[config.mk]
export PLATFORM = sky130hd
export DESIGN_NAME = ncpu32k_dbus_arb
export DESIGN_NICKNAME = d
export VERILOG_FILES = /design/src/rtl/ncpu32k_dbus_arb.sv
export SDC_FILE = /design/constraint.sdc
export NUM_CORES = 1
export LEC_CHECK = 0
export CORE_AREA = 3 3 120 122
export CTS_CLUSTER_DIAMETER = 200
export DETAILED_ROUTE_END_ITERATION = 16
export DIE_AREA = 0 0 123 125
export MAX_ROUTING_LAYER = met4
export REMOVE_ABC_BUFFERS = 1
export SLEW_MARGIN = 25
export SYNTH_ARGS = -nofsm -noshare
export SYNTH_HDL_FRONTEND = slang
export SYNTH_SLANG_ARGS = --single-unit
[constraint.sdc]
create_clock -name clk -period 4.94 [get_ports clk]
set_input_delay 1.235 -clock clk [delete_from_list [all_inputs] [get_ports clk]]
set_output_delay 1.235 -clock clk [all_outputs]
set_load 0.005 [all_outputs]
[src/rtl/ncpu32k_dbus_arb.sv]
// ---------------------------------------------------------------------------
// ncpu32k_dbus_arb
//
// Shares one data-bus slave between two requesters: requester 0 (memory
// unit) and requester 1 (debug / DMA style master).
//
// Command channel: round-robin grant. The grant is held (locked) on a
// requester whose command is presented but not yet accepted. Each accepted
// command's owner is pushed into an in-order owner FIFO of OUTSTANDING
// entries. New commands are withheld while the FIFO is full.
//
// Response channel: the owner at the FIFO head receives dbus_valid. Its
// ready is reflected back to the slave. A response handshake pops the FIFO.
//
// Ports
//   clk, rst_n                          clock, asynchronous active-low reset
//   m{0,1}_cmd_valid / _cmd_ready       requester command handshake
//   m{0,1}_cmd_addr / _cmd_we_msk / _din  command payload (mask 0 = load)
//   m{0,1}_valid / _ready / _dout       response to requester
//   dbus_cmd_valid / _cmd_ready         command handshake to slave
//   dbus_cmd_addr / _cmd_we_msk / dbus_din  muxed command payload
//   dbus_valid / dbus_ready / dbus_dout slave response handshake and data
// ---------------------------------------------------------------------------
module ncpu32k_dbus_arb #(
    parameter int OUTSTANDING = 2,
    parameter int NCPU_AW     = 32,
    parameter int NCPU_DW     = 32
) (
    input  logic                   clk,
    input  logic                   rst_n,

    input  logic                   m0_cmd_valid,
    output logic                   m0_cmd_ready,
    input  logic [NCPU_AW-1:0]     m0_cmd_addr,
    input  logic [NCPU_DW/8-1:0]   m0_cmd_we_msk,
    input  logic [NCPU_DW-1:0]     m0_din,
    output logic                   m0_valid,
    input  logic                   m0_ready,
    output logic [NCPU_DW-1:0]     m0_dout,

    input  logic                   m1_cmd_valid,
    output logic                   m1_cmd_ready,
    input  logic [NCPU_AW-1:0]     m1_cmd_addr,
    input  logic [NCPU_DW/8-1:0]   m1_cmd_we_msk,
    input  logic [NCPU_DW-1:0]     m1_din,
    output logic                   m1_valid,
    input  logic                   m1_ready,
    output logic [NCPU_DW-1:0]     m1_dout,

    output logic                   dbus_cmd_valid,
    input  logic                   dbus_cmd_ready,
    output logic [NCPU_AW-1:0]     dbus_cmd_addr,
    output logic [NCPU_DW/8-1:0]   dbus_cmd_we_msk,
    output logic [NCPU_DW-1:0]     dbus_din,
    input  logic                   dbus_valid,
    output logic                   dbus_ready,
    input  logic [NCPU_DW-1:0]     dbus_dout
);

    // A one-entry FIFO still needs a 1-bit pointer; it simply stays at 0.
    localparam int PTR_W = (OUTSTANDING > 1) ? $clog2(OUTSTANDING) : 1;
    localparam int CNT_W = $clog2(OUTSTANDING + 1);
    localparam logic [CNT_W-1:0] CNT_FULL = CNT_W'(OUTSTANDING);
    localparam logic [PTR_W-1:0] PTR_LAST = PTR_W'(OUTSTANDING - 1);

    // State
    logic                   r_last_gnt;
    logic                   r_lock;
    logic                   r_lock_id;
    logic [OUTSTANDING-1:0] r_fifo;
    logic [PTR_W-1:0]       r_wptr;
    logic [PTR_W-1:0]       r_rptr;
    logic [CNT_W-1:0]       r_cnt;

    // Combinational
    logic [1:0]             w_cmd_valid;
    logic [1:0]             w_cmd_ready;
    logic [1:0]             w_rsp_ready;
    logic [1:0]             w_rsp_valid;
    logic                   w_gnt;
    logic                   w_full;
    logic                   w_empty;
    logic                   w_head;
    logic                   w_push;
    logic                   w_pop;

    function automatic logic [PTR_W-1:0] ptr_inc(input logic [PTR_W-1:0] p);
        return (p == PTR_LAST) ? '0 : p + 1'b1;
    endfunction

    assign w_cmd_valid = {m1_cmd_valid, m0_cmd_valid};
    assign w_rsp_ready = {m1_ready, m0_ready};

    assign w_full  = (r_cnt == CNT_FULL);
    assign w_empty = (r_cnt == '0);
    assign w_head  = r_fifo[r_rptr];

    // Grant: a locked requester keeps the bus until its command is taken.
    // With no lock, a lone requester wins; on contention (or idle) the one
    // that did not win last time is selected.
    always_comb begin
        w_gnt = ~r_last_gnt;
        if (r_lock) begin
            w_gnt = r_lock_id;
        end else if (w_cmd_valid == 2'b01) begin
            w_gnt = 1'b0;
        end else if (w_cmd_valid == 2'b10) begin
            w_gnt = 1'b1;
        end
    end

    // Command channel mux
    assign dbus_cmd_valid  = w_cmd_valid[w_gnt] & ~w_full;
    assign dbus_cmd_addr   = w_gnt ? m1_cmd_addr   : m0_cmd_addr;
    assign dbus_cmd_we_msk = w_gnt ? m1_cmd_we_msk : m0_cmd_we_msk;
    assign dbus_din        = w_gnt ? m1_din        : m0_din;

    // Response channel: only the recorded owner sees valid; the slave sees
    // that owner's ready. Nothing is accepted while no command is in flight.
    assign dbus_ready = ~w_empty & w_rsp_ready[w_head];

    generate
        for (genvar gi = 0; gi < 2; gi++) begin : g_req
            assign w_cmd_ready[gi] = (w_gnt == 1'(gi)) & dbus_cmd_ready & ~w_full;
            assign w_rsp_valid[gi] = dbus_valid & ~w_empty & (w_head == 1'(gi));
        end
    endgenerate

    assign m0_cmd_ready = w_cmd_ready[0];
    assign m1_cmd_ready = w_cmd_ready[1];
    assign m0_valid     = w_rsp_valid[0];
    assign m1_valid     = w_rsp_valid[1];
    assign m0_dout      = dbus_dout;
    assign m1_dout      = dbus_dout;

    assign w_push = dbus_cmd_valid & dbus_cmd_ready;
    assign w_pop  = dbus_valid & dbus_ready;

    // Grant history and lock
    always_ff @(posedge clk or negedge rst_n) begin
        if (!rst_n) begin
            r_last_gnt <= 1'b1;
            r_lock     <= 1'b0;
            r_lock_id  <= 1'b0;
        end else begin
            if (w_push) begin
                r_last_gnt <= w_gnt;
                r_lock     <= 1'b0;
            end else if (dbus_cmd_valid) begin
                r_lock     <= 1'b1;
                r_lock_id  <= w_gnt;
            end
        end
    end

    // Owner FIFO and occupancy
    always_ff @(posedge clk or negedge rst_n) begin
        if (!rst_n) begin
            r_fifo <= '0;
            r_wptr <= '0;
            r_rptr <= '0;
            r_cnt  <= '0;
        end else begin
            if (w_push) begin
                r_fifo[r_wptr] <= w_gnt;
                r_wptr         <= ptr_inc(r_wptr);
            end
            if (w_pop) begin
                r_rptr <= ptr_inc(r_rptr);
            end
            case ({w_push, w_pop})
                2'b10:   r_cnt <= r_cnt + 1'b1;
                2'b01:   r_cnt <= r_cnt - 1'b1;
                default: r_cnt <= r_cnt;
            endcase
        end
    end

`ifdef NCPU_ENABLE_ASSERT
    // A response with nothing outstanding means the slave broke protocol.
    always_ff @(posedge clk) begin
        if (rst_n && dbus_valid && w_empty) begin
            $fatal(1, "ncpu32k_dbus_arb: dbus_valid with no outstanding command");
        end
    end
`endif

endmodule

==> results by group <==
Clock tree
  • Clk_lat worst skew: 0.23 ns
  • Postcts setup bufs: 0
  • H-tree depth: 1
  • Post-CTS Hold Buffers: 0
  • # clock sinks: 9
  • CTS tree: yes
  • Clock buffer count from CTS: 3
  • Clock Tree Buf Depth: 2
  • CTS Root Cell: clkbuf_16
  • Clock Pin Slew Worst Setup and Hold Paths: 0.04 ns
  • Resized cells post-CTS: 0

Global routing
  • Initial antenna violation count: 2
  • Global route overflow: 0
  • Vias in the first global route: 2244
  • GR Util All Layers: 16.5%
  • Global-route wire length before repair: 17100 um
  • Pin count of the biggest net entering global routing: 75

Worst setup path
  • Worst R2R Start: r_cnt[0]
  • Worst path arrival time: 3.36 ns
  • Max FO, Critical Path: 74
  • CP endpoint kind: primary output
  • Top cell by count, worst path: clkdlybuf4s50_1
  • Crit path cell chain: clkdlybuf4s50_1 > a21boi_1 > o31ai_4 > buf_12 > mux2_1 > clkdlybuf4s50_1
  • Crit path required time: 3.70 ns
  • Startpoint class of the critical path: input port
  • Crit-path max cell delay: 0.47 ns
  • WS Path Type: input port to primary output
  • CP startpoint: m1_cmd_valid
  • CP max stage cell: clkdlybuf4s50_1

Synth
  • Mapped Cells: 192
  • Share of the synthesized area in the top cell type: 38.7%
  • Register area share after synthesis: 12.5%
  • Syn avg cell area: 9.40 sq um
  • Leading area contributor after synthesis: mux2_1
  • Ys Warns: 0
  • Mapped cell area: 0.00181 sq mm
  • Synth unique cells: 26
  • Yosys reg bits: 9
  • Area contributors post-synth: mux2_1, buf_4, dfrtp_1

Floorplan
  • Row cnt: 42
  • Core area: 0.0133 sq mm
  • Die X-Extent: 123 um
  • Die footprint: 0.0154 sq mm
  • # IOs: 314
  • Die Y: 125 um
  • Initial Util: 13.6%

Cells and area
  • Final instance area: 0.00378 sq mm
  • P&R area growth vs syn: 109%
  • Fillers: 1402
  • Register area: 226 sq um
  • NumNets Final: 520
  • Layout cells sized above 1: 4.09%
  • Area of the multi-input gates: 0.00104 sq mm
  • Final core occ: 28.4%

Run
  • Max_cap viols: 0

Placement
  • DP Worst Slack: 0.308 ns
  • RD Place Congestion: 0.827
  • Hpwl dp: 12200 um
  • Placed instance area: 0.00370 sq mm
  • I/O Buffers: 217

Timing
  • RSZ-0062 raised after global routing: no
  • Slew headroom: 68.3%
  • Final min period: 4.60 ns
  • Final Max Slew Viols: 0
  • Worst Tran Pin Value: 0.476 ns
  • Setup Viol. Count Final: 0
  • Final hold violations: 0
  • Final Skew: 0.00133 ns
  • Max Clk Rate: 217 MHz
  • Fin crit share: 93.1%
  • Worst setup margin: 0.342 ns

Status
  • Status: completed

Detailed routing
  • Antenna Nets Post-Route: 0
  • Initial DRC Count: 26
  • Total wire length: 13400 um
  • Uppermost routed layer: met4
  • Met3 wire len: 2500 um
  • Vias: 2021
  • DR WL/cell: 25.7 um
  • Wire length on met1: 4750 um
  • Met2 routed WL: 6100 um
  • Drt drc: 0
  • Via density: 3.89
  • Drt pass-1 iters: 4

Power
  • Pwr dens: 403 mW/mm^2
  • Worst vdd ir: 0.268 mV
  • Static Leak: 1.40 nW

Hold path
  • HP Start: r_last_gnt
  • HP Class: flop to flop
## report_power, final
| part | internal, W | switching, W | total (W) |
|---|---|---|---|
| Combinational | 0.000779 | 0.000451 | 0.00123 |
| Clock | 0.000108 | 0.0000329 | 0.000141 |
| Sequential | 0.000116 | 0.0000352 | 0.000151 |
## registers in the layout (all words and copies together) (netlist names)
register    flops
r_lock_id       1
r_fifo          2
r_wptr          1
r_rptr          1
r_lock          1
r_cnt           2
r_last_gnt      1
## worst paths after layout
kind	end	slack [ns]	depth (start not counted)
worst max-delay path	dbus_cmd_addr[16]	0.34	6
worst min-delay path	r_last_gnt	0.48	2
worst max register to register	r_cnt[1]	2.95	7
worst min register to register	r_last_gnt	0.48	2
max in group asynchronous	r_last_gnt	3.31	1
min in group asynchronous	r_cnt[1]	1.31	1
## cells in the final DEF, fill, tap and decap left out
cell type / Yosys / routed
nor2_1: 8 / 8
dfstp_2: 1 / 1
clkbuf_1: 0 / 1
inv_1: 5 / 5
nand4_1: 1 / 1
nand3b_1: 1 / 1
nor3_2: 1 / 1
xor2_1: 2 / 2
xnor2_1: 3 / 3
nand2_1: 2 / 2
buf_12: 0 / 1
o21ba_2: 1 / 1
nor3_1: 1 / 1
o31ai_4: 0 / 1
dfrtp_1: 8 / 8
a21oi_1: 1 / 1
nand2b_1: 2 / 2
a21boi_1: 1 / 1
clkbuf_16: 0 / 3
mux2_2: 6 / 6
clkdlybuf4s50_1: 0 / 217
ha_1: 1 / 1
mux2_1: 62 / 62
mux2i_1: 5 / 5
nor3b_1: 1 / 1
diode_2: 0 / 2
o21ai_0: 2 / 2
nor2b_1: 2 / 2
o31ai_1: 2 / 1
nor4_1: 1 / 1
## area by class of cell
class                   instances  share of cell area, %
multi-input cells             106                   27.5
repair buffers                218                   58.0
diodes                          2                  0.132
flip-flops and latches          9                   5.99
clock buffers                   4                   2.09
well taps                     176                   5.83
inverters                       5                  0.497
## per-layer routing
metal	up-vias	GRT usage [%]
li1	896	-
met1	903	17.1
met2	220	26.8
met3	2	12.2
met4	0	0.586
met5	-	-
## critical path, delay by kind of cell
kind	cells	cell delay [ns]
muxes	1	0.39
AOI/OAI and AO/OA	2	0.38
buffers and inverters	3	1.25
## logic make-up after synthesis
logic type      share of synthesized area [%]
buf+inv                                  30.7
mux                                      45.2
simple gates                             5.82
flops                                    12.5
compound gates                           2.63
xor+xnor                                 2.43
fa+ha+maj                               0.693
## synthesized netlist by cell type
| cell type | instances |
|---|---|
| a21boi_1 | 1 |
| a21oi_1 | 1 |
| buf_2 | 2 |
| buf_4 | 70 |
| dfrtp_1 | 8 |
| dfstp_2 | 1 |
| ha_1 | 1 |
| inv_1 | 5 |
| mux2_1 | 62 |
| mux2_2 | 6 |
| mux2i_1 | 5 |
| nand2_1 | 2 |
| nand2b_1 | 2 |
| nand3b_1 | 1 |
| nand4_1 | 1 |
| nor2_1 | 8 |
| nor2b_1 | 2 |
| nor3_1 | 1 |
| nor3_2 | 1 |
| nor3b_1 | 1 |
| nor4_1 | 1 |
| o21ai_0 | 2 |
| o21ba_2 | 1 |
| o31ai_1 | 2 |
| xnor2_1 | 3 |
| xor2_1 | 2 |
## through the flow
step | power, W | TNS (ns) | hold WS (ns) | cells
5_1_grt | 0.00163 | 0 | 0.503 | 520
4_1_cts | 0.00155 | 0 | 0.485 | 518
6_report | 0.00152 | 0 | 0.480 | 520
3_5_place_dp | 0.00140 | 0 | 0.478 | 514
3_3_place_gp | 0.00139 | 0 | 0.472 | 514
2_1_floorplan | 0.000717 | -272.02 | 0.452 | 120
No activity file was read; power rests on OpenSTA's default activity.
